==> src/rtl/digit_scan_pkg.sv <==
// Shared types and sizing helpers for the digit scan controller.
package digit_scan_pkg;

  typedef enum logic {
    ST_GUARD = 1'b0,
    ST_SHOW  = 1'b1
  } state_t;

  // Width needed to count up to the longer of the two phase lengths.
  function automatic int cnt_width(input int dwell, input int guard);
    int m;
    m = (dwell > guard) ? dwell : guard;
    return $clog2(m + 1);
  endfunction

endpackage

==> src/rtl/digit_scan_next.sv <==
// Cyclic priority finder: first enabled digit after idx, wrapping around.
module digit_scan_next
  import digit_scan_pkg::*;
#(
  parameter int DIGITS = 4,
  parameter int IW     = $clog2(DIGITS)
) (
  input  logic [DIGITS-1:0] mask,
  input  logic [IW-1:0]     idx,
  output logic [IW-1:0]     next_idx,
  output logic              wrap,
  output logic              none
);

  logic [IW-1:0] j;

  // Walk candidates from farthest to nearest so the nearest enabled one wins;
  // k == DIGITS lands back on idx, so a lone enabled digit picks itself.
  always_comb begin
    next_idx = idx;
    none     = 1'b1;
    j        = '0;
    for (int k = DIGITS; k >= 1; k--) begin
      j = IW'((int'(idx) + k) % DIGITS);
      if (mask[j]) begin
        next_idx = j;
        none     = 1'b0;
      end
    end
    wrap = !none && (next_idx <= idx);
  end

endmodule

==> src/rtl/digit_scan_controller.sv <==
// Multiplexes DIGITS nibbles onto one decoder with dwell/guard timing,
// per-frame snapshot of the data and leading-zero blanking.
module digit_scan_controller
  import digit_scan_pkg::*;
#(
  parameter int DIGITS = 4,
  parameter int DWELL  = 50000,
  parameter int GUARD  = 500
) (
  input  logic                  clock,
  input  logic                  reset,
  input  logic [4*DIGITS-1:0]   values,
  input  logic [DIGITS-1:0]     digit_enable,
  input  logic                  lz_suppress,
  output logic [DIGITS-1:0]     select,
  output logic [3:0]            hex,
  output logic                  blank,
  output logic                  frame_start
);

  localparam int IW = $clog2(DIGITS);
  localparam int CW = cnt_width(DWELL, GUARD);
  localparam logic [CW-1:0]     DWELL_LAST = CW'(DWELL - 1);
  localparam logic [CW-1:0]     GUARD_LAST = CW'(GUARD - 1);
  localparam logic [DIGITS-1:0] SEL_LSB    = DIGITS'(1);

  state_t              state;
  logic [CW-1:0]       cnt;
  logic [IW-1:0]       idx;
  logic [IW-1:0]       next_idx;
  logic                wrap;
  logic                none;
  logic                first;      // next SHOW entry opens a frame regardless of wrap
  logic                fs;
  logic [4*DIGITS-1:0] snap_vals;
  logic                snap_lz;
  logic [4*DIGITS-1:0] show_vals;
  logic                show_lz;
  logic [3:0]          show_hex;
  logic                show_blank;
  logic                upper_zero;

  digit_scan_next #(.DIGITS(DIGITS), .IW(IW)) u_next (
    .mask     (digit_enable),
    .idx      (idx),
    .next_idx (next_idx),
    .wrap     (wrap),
    .none     (none)
  );

  // Data for the digit about to be shown; a frame start takes live inputs
  // since the snapshot is being loaded on that same edge.
  always_comb begin
    fs         = wrap | first;
    show_vals  = fs ? values : snap_vals;
    show_lz    = fs ? lz_suppress : snap_lz;
    show_hex   = show_vals[4*int'(next_idx) +: 4];
    upper_zero = 1'b1;
    for (int i = 0; i < DIGITS; i++) begin
      if (i >= int'(next_idx) && show_vals[4*i +: 4] != 4'd0) upper_zero = 1'b0;
    end
    show_blank = show_lz && (next_idx != '0) && upper_zero;
  end

  // Scan FSM with phase counter, snapshot and registered outputs.
  always_ff @(posedge clock) begin
    if (reset) begin
      state       <= ST_GUARD;
      cnt         <= '0;
      idx         <= IW'(DIGITS - 1);
      first       <= 1'b1;
      snap_vals   <= '0;
      snap_lz     <= 1'b0;
      select      <= '0;
      hex         <= 4'd0;
      blank       <= 1'b1;
      frame_start <= 1'b0;
    end else begin
      frame_start <= 1'b0;
      case (state)
        ST_GUARD: begin
          if (cnt == GUARD_LAST) begin
            if (none) begin
              first <= 1'b1;       // hold at terminal until something is enabled
            end else begin
              state       <= ST_SHOW;
              cnt         <= '0;
              idx         <= next_idx;
              first       <= 1'b0;
              select      <= SEL_LSB << next_idx;
              hex         <= show_hex;
              blank       <= show_blank;
              frame_start <= fs;
              if (fs) begin
                snap_vals <= values;
                snap_lz   <= lz_suppress;
              end
            end
          end else begin
            cnt <= cnt + 1'b1;
          end
        end
        ST_SHOW: begin
          if (cnt == DWELL_LAST || !digit_enable[idx]) begin
            state  <= ST_GUARD;
            cnt    <= '0;
            select <= '0;
            blank  <= 1'b1;
          end else begin
            cnt <= cnt + 1'b1;
          end
        end
        default: begin
          state <= ST_GUARD;
          cnt   <= '0;
        end
      endcase
    end
  end

endmodule
==> config.mk <==
export PLATFORM = sky130hd
export DESIGN_NAME = digit_scan_controller
export DESIGN_NICKNAME = d
export VERILOG_FILES = /design/src/rtl/digit_scan_pkg.sv /design/src/rtl/digit_scan_next.sv /design/src/rtl/digit_scan_controller.sv
export SDC_FILE = /design/constraint.sdc
export NUM_CORES = 1
export LEC_CHECK = 0
export CAP_MARGIN = 20
export CORE_AREA = 2 2 70 72
export CTS_BUF_LIST = sky130_fd_sc_hd__clkbuf_8
export CTS_CLUSTER_DIAMETER = 150
export DETAILED_ROUTE_END_ITERATION = 12
export DIE_AREA = 0 0 72 74
export PLACE_DENSITY = 0.8
export SETUP_SLACK_MARGIN = 0.5
export SLEW_MARGIN = 10
export SYNTH_ARGS = -nofsm -noshare
export SYNTH_HDL_FRONTEND = slang
export SYNTH_SLANG_ARGS = --single-unit
==> constraint.sdc <==
create_clock -name clock -period 4.1 [get_ports clock]
set_input_delay 0.41 -clock clock [delete_from_list [all_inputs] [get_ports clock]]
set_output_delay 0.41 -clock clock [all_outputs]
set_load 0.005 [all_outputs]
# Yosys cells after proc, flatten, opt, wreduce, memory -nomap -nowiden
# Cells that the tools add are included.
[word_totals]
mem_count = 0
ramBits = 0
output_inout_bits = 10
mem_bits_ro = 0
elab_cells = 95
latchBits = 0
ff_bits = 47
input_bits = 23
[op_classes]
eq_ne = 6
multipliers = 0
n_mux = 41
div_mod_pow = 0
shift = 2
n_lt_le_gt_ge = 9
bitwise_logic = 4
reduce_logical = 18
n_addsub = 5
[op_table]
columns = ["operator", "count"]
rows = [
  ["16-bit 2-to-1 mux", 4],
  ["16-bit one-hot mux with 2 select lines", 1],
  ["1-bit 2-to-1 mux", 21],
  ["16-bit by 1-bit adder with 16-bit output (second input constant)", 1],
  ["16-bit == test (second input constant)", 1],
  ["16-bit by 9-bit == test with 1-bit output (second input constant)", 1],
  ["4-bit nonzero test", 4],
  ["16-bit by 5-bit variable part select with 4-bit output", 1],
  ["2-bit by 3-bit < comparator with 1-bit output (second input constant)", 5],
  ["4-bit 2-to-1 mux", 3],
  ["1-bit binary-select mux with 2-bit select", 5],
  ["2-bit 2-to-1 mux", 4],
  ["4-bit one-hot mux with 2 select lines", 1],
  ["1-bit logical AND", 6],
  ["3-bit AND reduction", 2],
  ["2-bit by 1-bit adder with 2-bit output (second input constant)", 2],
  ["2-bit adder (second input constant)", 2],
  ["1-bit by 2-bit >= comparator with 1-bit output (first input constant)", 2],
  ["2-bit inequality test (second input constant)", 2],
  ["1-bit one-hot mux with 2 select lines", 2],
  ["4-bit OR reduction", 1],
  ["1-bit by 2-bit << shifter with 4-bit output (first input constant)", 1],
  ["3-bit inequality test (second input constant)", 1],
  ["1-bit NOT", 3],
  ["other kinds (8)", 9],
]

# Depth between registers and ports, before layout
# Gate-level depths: netlist of the first run.
[logic_depth]
word_depth = 21
mapped_depth = 14
depth_no_buf = 11

# Hierarchy
# Synthesis of the first run repeated with hierarchy kept, for this count alone.
[hier_totals]
hier_cells = 250
hier_area_um2 = 2381.0
[by_module_without_submodules]
columns = ["mod", "area_per_inst_um2", "cells_each", "n_inst", "seq_area_each_um2"]
rows = [
  ["digit_scan_controller", 2244.7, 228, 1, 940.9],
  ["digit_scan_next", 136.4, 22, 1, 0.0],
]

# Worst setup path before layout of the first run
# OpenSTA, ideal clock, no wires.
[synth_path]
kind = "input-to-reg"
start = "input digit_enable[2]"
end = "register hex[0]"
t_arrival_ns = 2.947
setup_ns = 0.137
n_path_buf = 1
slack_ns = 1.016
cell_stages = 11
required_ns = 3.963
path_cell_list = "clkbuf_1 nand2b_1 or3b_2 a21oi_1 ha_1 a21oi_1 o21a_1 nor2_2 mux2_1 a2111oi_0 a21oi_1"
[synth_via]
elab_chain_len = 11
word_cells_on_any_way = 24
cone_classes = "1 x order compare; 1 x shift; 17 x mux; 2 x bitwise; 3 x reduce/logical"
[synth_rtl]
columns = ["item", "line_no", "source"]
rows = [
  ["start, declared", "digit_scan_controller.sv:13", "input logic [DIGITS-1:0] digit_enable,"],
  ["1-bit binary-select mux with 2-bit select", "digit_scan_next.sv:25", "if (mask[j]) begin"],
  ["1-bit 2-to-1 mux (not written as such)", "digit_scan_next.sv:25", ""],
  ["2-bit 2-to-1 mux or 1-bit 2-to-1 mux (tied branches) (4 in series)", "digit_scan_next.sv:25", ""],
  ["2-bit <= comparator or 1-bit zero test (tied branches)", "digit_scan_next.sv:30", "wrap = !none && (next_idx <= idx);"],
  ["1-bit logical AND", "digit_scan_next.sv:30", ""],
  ["1-bit bitwise OR", "digit_scan_controller.sv:54", "fs = wrap | first;"],
  ["16-bit 2-to-1 mux", "-", ""],
  ["16-bit by 5-bit variable part select with 4-bit output", "digit_scan_controller.sv:57", "show_hex = show_vals[4*int'(next_idx) +: 4];"],
  ["end signal, assigned", "digit_scan_controller.sv:91", "hex <= show_hex;"],
  ["end, declared", "digit_scan_controller.sv:16", "output logic [3:0] hex,"],
]
# Several ways; a longest one is shown, not always the timed one. The select of a mux whose other input is x is not followed.
# A chain may end at the register's enable or synchronous reset.

# Worst setup path after layout of the first run
[layout_path]
start = "input digit_enable[3]"
end = "register hex[0]"
# Same word-level chain as after synthesis.

==> results of run 1 <==
[state kept, by name (all words and copies together) (netlist names)]
signal,cells
first,1
state,1
frame_start,1
snap_lz,1
select,4
hex,4
idx,2
snap_vals,16
cnt,16
blank,1
[routing by layer]
layer	part of all wire, %	vias to the layer above	wire [microns]	track usage [%]
li1	-	1189	-	-
met5	0	-	0	0
met4	1.4	0	84	7.76
met1	44	1091	2720	30.8
met3	5.7	11	350	5.28
met2	49	69	2990	42.2
[metrics by stage]
step                      power, mW  std cells  setup WS (ns)  hold WS, ns
after global placement        0.544        390          0.370        0.440
after detailed placement      0.545        390          0.253        0.441
final                         0.810        399          0.747        0.454
after CTS                     0.817        397          0.589        0.453
after floorplan               0.510        317           1.02        0.428
after global routing          0.838        399          0.577        0.475
[synth_stat cells (all sizes together) (3+ instances only)]
master and n:
clkbuf 11, inv 9, dfxtp 47, nor2b 4, mux2 4, ha 3, o22ai 5, nor4 11
a21oi 39, xnor2 6, nand2b 4, a211o 4, a2111oi 4, nand3 17, o21ai 16, or4 5
nand2 46, nor2 30, o21bai 5, or3b 3, buf 7, xor2 8, nand4 4
[worst max-delay path, delay by kind of cell]
kind | cells | cell delay (ns)
adder cells (fa/ha/maj) | 1 | 0.29
AND/OR/NAND/NOR | 3 | 0.68
AO/OA/AOI/OAI | 5 | 1.24
buffers and inverters | 1 | 0.57
multiplexers | 1 | 0.32
[area by class of cell]
class	count	area, sq um
well taps	54	67.6
clock buffers	5	68.8
repair buffers	39	373
flip-flops and latches	47	941
fillers	421	1650
clock inverters	2	13.8
multi-input cells	243	1450
inverters	9	33.8
[cells by family after synthesis]
| group | after synthesis |
|---|---|
| simple gates | 135 |
| compound gates | 85 |
| flops | 47 |
| buf+inv | 27 |
| xor+xnor | 14 |
| mux | 6 |
| fa+ha+maj | 3 |
[power breakdown]
group          leakage [nW]  switching [mW]  internal [mW]  total (mW)
combinational         0.603          0.0378         0.0366      0.0744
clock                0.0440           0.158          0.117       0.275
sequential            0.379         0.00221          0.459       0.461
total                  1.03           0.198          0.612       0.810
[path summary, 6_finish.rpt]
| check | slack, ns | depth (start not counted) | endpoint | from |
|---|---|---|---|---|
| setup / recovery | 0.75 | 11 | hex[0]$_SDFFE_PP0P_ | digit_enable[3] |
| hold / removal | 0.45 | 2 | snap_vals[3]$_SDFFE_PP0P_ | snap_vals[3]$_SDFFE_PP0P_ |
| setup reg to reg | 0.83 | 10 | hex[0]$_SDFFE_PP0P_ | idx[0]$_SDFFE_PP1P_ |
| hold reg to reg | 0.45 | 2 | snap_vals[3]$_SDFFE_PP0P_ | snap_vals[3]$_SDFFE_PP0P_ |
[timing repair]
action | CTS | global route
setup buffers | 0 | 2
resized for setup | 0 | 2
setup endpoints to repair | 0 | 21
==> flow_summary_export.csv, run 1 <==
group,metric,value,unit
cts,tritoncts_num_sinks,47,
finish,layout.cells.most_common,"dfxtp_1",
floorplanning,placeableCoreArea,4600,sq um
floorplanning,row_count,25,
global_route,first_global_vias,2269,
worst_setup_path,critical-path-slowest-cell,"clkdlybuf4s50_1",
cts,htree_num_levels,2,
sta,finalMaxSlewViolations,0,
detailed_routing,drc,0,
logic_synthesis,largest_family_of_logic_cells_by_synthesized_area,"simple AND/OR/NAND/NOR gates",
worst_setup_path,crit_top_cell,"a21oi_1",
floorplanning,die-width,72,microns
cts,root_buffer_master,"clkbuf_8",
global_route,grt_remaining_overflow,0,
place,buffer_ports.inserted,32,
place,postPlaceCellArea,2850,sq um
finish,drive_above_1_share,7.54,%
detailed_routing,postRouteAntennaNets,0,
run,max_cap_viol_count,0,
sta,setup_repair_after_global_routing_missed_its_margin,"no",
worst_setup_path,worstSetupEndpointType,"flop",
logic_synthesis,synthCells,317,
cts,cts_hold_buf,0,
detailed_routing,drt_pre_antenna_iters,4,
worst_setup_path,worstSetupStartpointType,"input port",
floorplanning,chipHeight,74,microns
detailed_routing,initialDrtViolationCount,194,
worst_setup_path,cell_by_cell_listing_of_the_critical_path,"clkdlybuf4s50_1 -> nand2b_1 -> or3b_2 -> a21oi_1 -> ha_1 -> a21oi_1 -> o21a_2 -> nor2_4 -> mux2_1 -> a2111oi_0 -> a21oi_1",
global_route,antenna_found_initial,0,
sta,fin_crit_sh,81.8,%
logic_synthesis,synth_top_cells_by_area,"dfxtp_1 38%, a21oi_1 7.8%, nand2_1 6.9%",
power,leakage,1.03,nW
global_route,gr-usage-all-layers,24.5,%
place,gp_routability_congestion,0.975,
logic_synthesis,synth.largest_area_cell,"dfxtp_1",
logic_synthesis,synth.ff_latch_count,47,
sta,worst_margin_pin_slew,0.942,ns
worst_setup_path,cp.arrival,3.52,ns
finish,diodes,0,
logic_synthesis,ys_warn_count,0,
finish,mostFrequentLayoutCells,"47 x dfxtp_1, 46 x nand2_1, 39 x a21oi_1",
cts,numCtsBuffers,5,
logic_synthesis,synth_area,2510,sq um
logic_synthesis,ys.flop_type,"dfxtp_1",
logic_synthesis,synth.lib_cells_used.distinct,50,
logic_synthesis,synth_compound_gate_area_share,20.4,%
place,dp.final_hpwl,4420,microns
finish,post-route-cell-area,2950,sq um
sta,total_negative_slack,0,ns
logic_synthesis,share_of_the_synthesized_netlist_area_taken_by_xor_and_xnor_gates,4.89,%
sta,fmax,298,MHz
cts,cts_max_path_buffers,2,
sta,maxSlewHeadroom,37.0,%
logic_synthesis,ys_async_sr_fraction,0,%
worst_hold_path,worst_hold_path_type,"reg2reg",
logic_synthesis,yosysTopAreaCellShare,37.5,%
logic_synthesis,synth.yosys.seq_area_share,37.5,%
detailed_routing,vias,2360,
logic_synthesis,synth_nets,343,
power,power_density,275,nW/um^2
sta,finalSetupViolations,0,
finish,synthToLayoutAreaGrowth,17.7,%
floorplanning,floorplan.initialDensity,54.5,%
cts,clock_latency,0.30,ns
global_route,pin_count_of_the_biggest_net_entering_global_routing,28,
sta,report.final.hold_viol_count,0,
worst_setup_path,worst-setup-path-type,"in2reg",
finish,fin_nets,371,
floorplanning,io_pins,33,
worst_setup_path,critical_path_peak_fanout,8,
cts,cts.clk_slew.worst_paths,0.09,ns
logic_synthesis,synth_adder_area_share,1.50,%
sta,maximum_clock_skew_at_final_layout,0.00414,ns
worst_setup_path,slowest_delay,0.57,ns
logic_synthesis,post_synth.cell_area_avg,7.91,sq um
sta,period_minus_ws_final,3.35,ns
floorplanning,die_area,5330,sq um
detailed_routing,wl_per_cell,15.4,microns
logic_synthesis,synth.area.mux_share,3.10,%
cts,cts_tree,"built",
detailed_routing,wl,6140,microns
finish,fin_util,64.1,%
detailed_routing,routed_via_density,5.91,
outcome,status,"finished, final reports clean",
worst_setup_path,cp_data_required_time,4.27,ns
power,vdd_ir_drop_max,0.000173,V
logic_synthesis,number_of_enable_flip_flop_cells_after_synthesis,0,
logic_synthesis,synth-simple-area-share,27.8,%
global_route,grt_first_pass_wirelength,10400,microns
No activity file was read; power rests on OpenSTA's default activity.
==> run 2, diff against run 1 <==
==> constraint.sdc (replaced) <==
create_clock -name clock -period 3.16 [get_ports clock]
set_input_delay 0.316 -clock clock [delete_from_list [all_inputs] [get_ports clock]]
set_output_delay 0.316 -clock clock [all_outputs]
set_load 0.005 [all_outputs]
==> flow_summary_export.csv, run 2 (synthesized netlist as in run 1, its figures left out) <==
group,metric,value,unit
outcome,status,"finished, final reports clean",
cts,htree_num_levels,2,
sta,hold_ws,0.466,ns
global_route,first_global_vias,2407,
detailed_routing,postRouteAntennaNets,0,
place,dp.final_hpwl,4640,microns
detailed_routing,initialDrtViolationCount,189,
cts,cts_max_path_buffers,2,
worst_setup_path,timing.critical_path.max_delay_family,"compound AO/OA/AOI/OAI gates",
global_route,pin_count_of_the_biggest_net_entering_global_routing,28,
run,max_cap_viol_count,0,
sta,report.final.hold_viol_count,0,
sta,maximum_clock_skew_at_final_layout,0.00421,ns
floorplanning,floorplan.initialDensity,54.5,%
floorplanning,die-width,72,microns
power,power_density,339,nW/um^2
finish,final.fill_count,359,
finish,fin_nets,385,
sta,finalSetupViolations,0,
sta,worst_margin_pin_slew,0.662,ns
place,buffer_ports.inserted,32,
power,leakage,1.15,nW
worst_setup_path,cp_data_required_time,3.34,ns
finish,mostFrequentLayoutCells,"46 x nand2_1, 45 x dfxtp_1, 37 x a21oi_1",
cts,root_buffer_master,"clkbuf_8",
floorplanning,placeableCoreArea,4600,sq um
sta,setup_repair_after_global_routing_missed_its_margin,"no",
detailed_routing,drt_pre_antenna_iters,4,
worst_setup_path,cell_by_cell_listing_of_the_critical_path,"buf_4 -> or3b_4 -> a21oi_4 -> ha_4 -> nor2b_1 -> o21a_1 -> nor2_4 -> mux2_4 -> a2111oi_4 -> a21oi_1",
worst_setup_path,critical-path-slowest-cell,"or3b_4",
sta,finalMaxSlewViolations,0,
global_route,antenna_found_initial,0,
sta,period_minus_ws_final,2.53,ns
finish,layout.cells.most_common,"nand2_1",
detailed_routing,drc,0,
worst_setup_path,slowest_delay,0.41,ns
worst_setup_path,cp.arrival,2.71,ns
place,preCtsSetupSlack,-0.0297,ns
floorplanning,chipHeight,74,microns
worst_setup_path,critical_path_peak_fanout,8,
worst_setup_path,worstSetupStartpointType,"flop",
sta,maxSlewHeadroom,55.8,%
cts,clock_latency,0.31,ns
detailed_routing,vias,2481,
power,vdd_ir_drop_max,0.000263,V
global_route,gr-usage-all-layers,25.0,%
finish,synthToLayoutAreaGrowth,28.3,%
cts,cts_tree,"built",
worst_hold_path,hold_start,"snap_vals[3]$_SDFFE_PP0P_",
worst_hold_path,worst_hold_path_type,"reg2reg",
worst_setup_path,worst_r2r_startpoint,"idx[1]$_SDFFE_PP1P_",
worst_setup_path,worstSetupEndpointType,"flop",
global_route,grt_remaining_overflow,0,
cts,numCtsBuffers,5,
worst_setup_path,cp.buffers_inverters,1,
finish,fin_util,69.9,%
cts,tritoncts_num_sinks,47,
sta,fin_crit_sh,80.2,%
worst_setup_path,worst-setup-path-type,"reg2reg",
floorplanning,io_pins,33,
global_route,grt_first_pass_wirelength,10500,microns
floorplanning,row_count,25,
place,gp_routability_congestion,0.937,
detailed_routing,routed_via_density,5.99,
sta,total_negative_slack,0,ns
sta,fmax,395,MHz
finish,biggestRegsByFlops,"cnt x16, snap_vals x16",
finish,drive_above_1_share,17.2,%
power,design_power_total,1.09,mW
detailed_routing,wl,6540,microns
sta,timing.final.ws_setup,0.627,ns
finish,diodes,0,
floorplanning,die_area,5330,sq um
detailed_routing,wl_per_cell,15.8,microns
cts,cts.clk_slew.worst_paths,0.09,ns
worst_setup_path,setup.worst_path.start,"idx[1]$_SDFFE_PP1P_",
## run 2: cell types whose count changed in the layout (fill, tap and decap cells not counted), sizes merged
| cell | delta |
|---|---|
| buf | +14 |
| clkdlybuf4s50 | -4 |
| dlygate4sd2 | +3 |
| clkinvlp | +2 |
| clkbuf | +1 |
| clkinv | -1 |
## run 2: final timing paths
check        cells past startpoint                         to  slack, ns
max                             10        hex[2]$_SDFFE_PP0P_       0.63
min                              2  snap_vals[3]$_SDFFE_PP0P_       0.47
max reg2reg                     10        hex[2]$_SDFFE_PP0P_       0.63
min reg2reg                      2  snap_vals[3]$_SDFFE_PP0P_       0.47
## run 2: layout make-up
class | instances | area [sq um] | share of cell area [%]
Tap cell | 54 | 67.6 | 2.10
Timing Repair Buffer | 53 | 473 | 14.7
Clock inverter | 3 | 20.0 | 0.623
Clock buffer | 5 | 68.8 | 2.14
Inverter | 9 | 33.8 | 1.05
Sequential cell | 47 | 946 | 29.4
Multi-Input combinational cell | 243 | 1610 | 49.9
## run 2: worst register-to-register path, delay by kind of cell, from the launching register on
family	cells	cell delay, ns
compound gates	4	0.76
fa+ha+maj	1	0.14
buf+inv	1	0.16
flops	1	0.33
mux	1	0.35
simple gates	3	0.67
## run 2: timing repair
item                                    4_1_cts  5_1_grt
gates resized for setup                      17       17
hold buffers                                  0        0
pin swaps                                     6        6
endpoints found under the setup margin        5        4
buffers inserted                              2        1
## run 2: power breakdown
part / switching (mW) / internal, mW
clock network: 0.212 / 0.154
registers: 0.00294 / 0.594
logic: 0.0607 / 0.0654
total: 0.275 / 0.814
## run 2: routing by layer
layer  track usage [%]  wire length (microns)
met3              4.47                    382
met2              43.7                   3210
met5                 0                      0
met1              29.4                   2760
met4              13.2                    184
## run 2: per-stage QoR
stage	cells	instance area [sq um]
CTS	413	3140
global route	414	3210
detailed placement	403	2980
finish	414	3210
floorplan	317	2560
global placement	403	2980
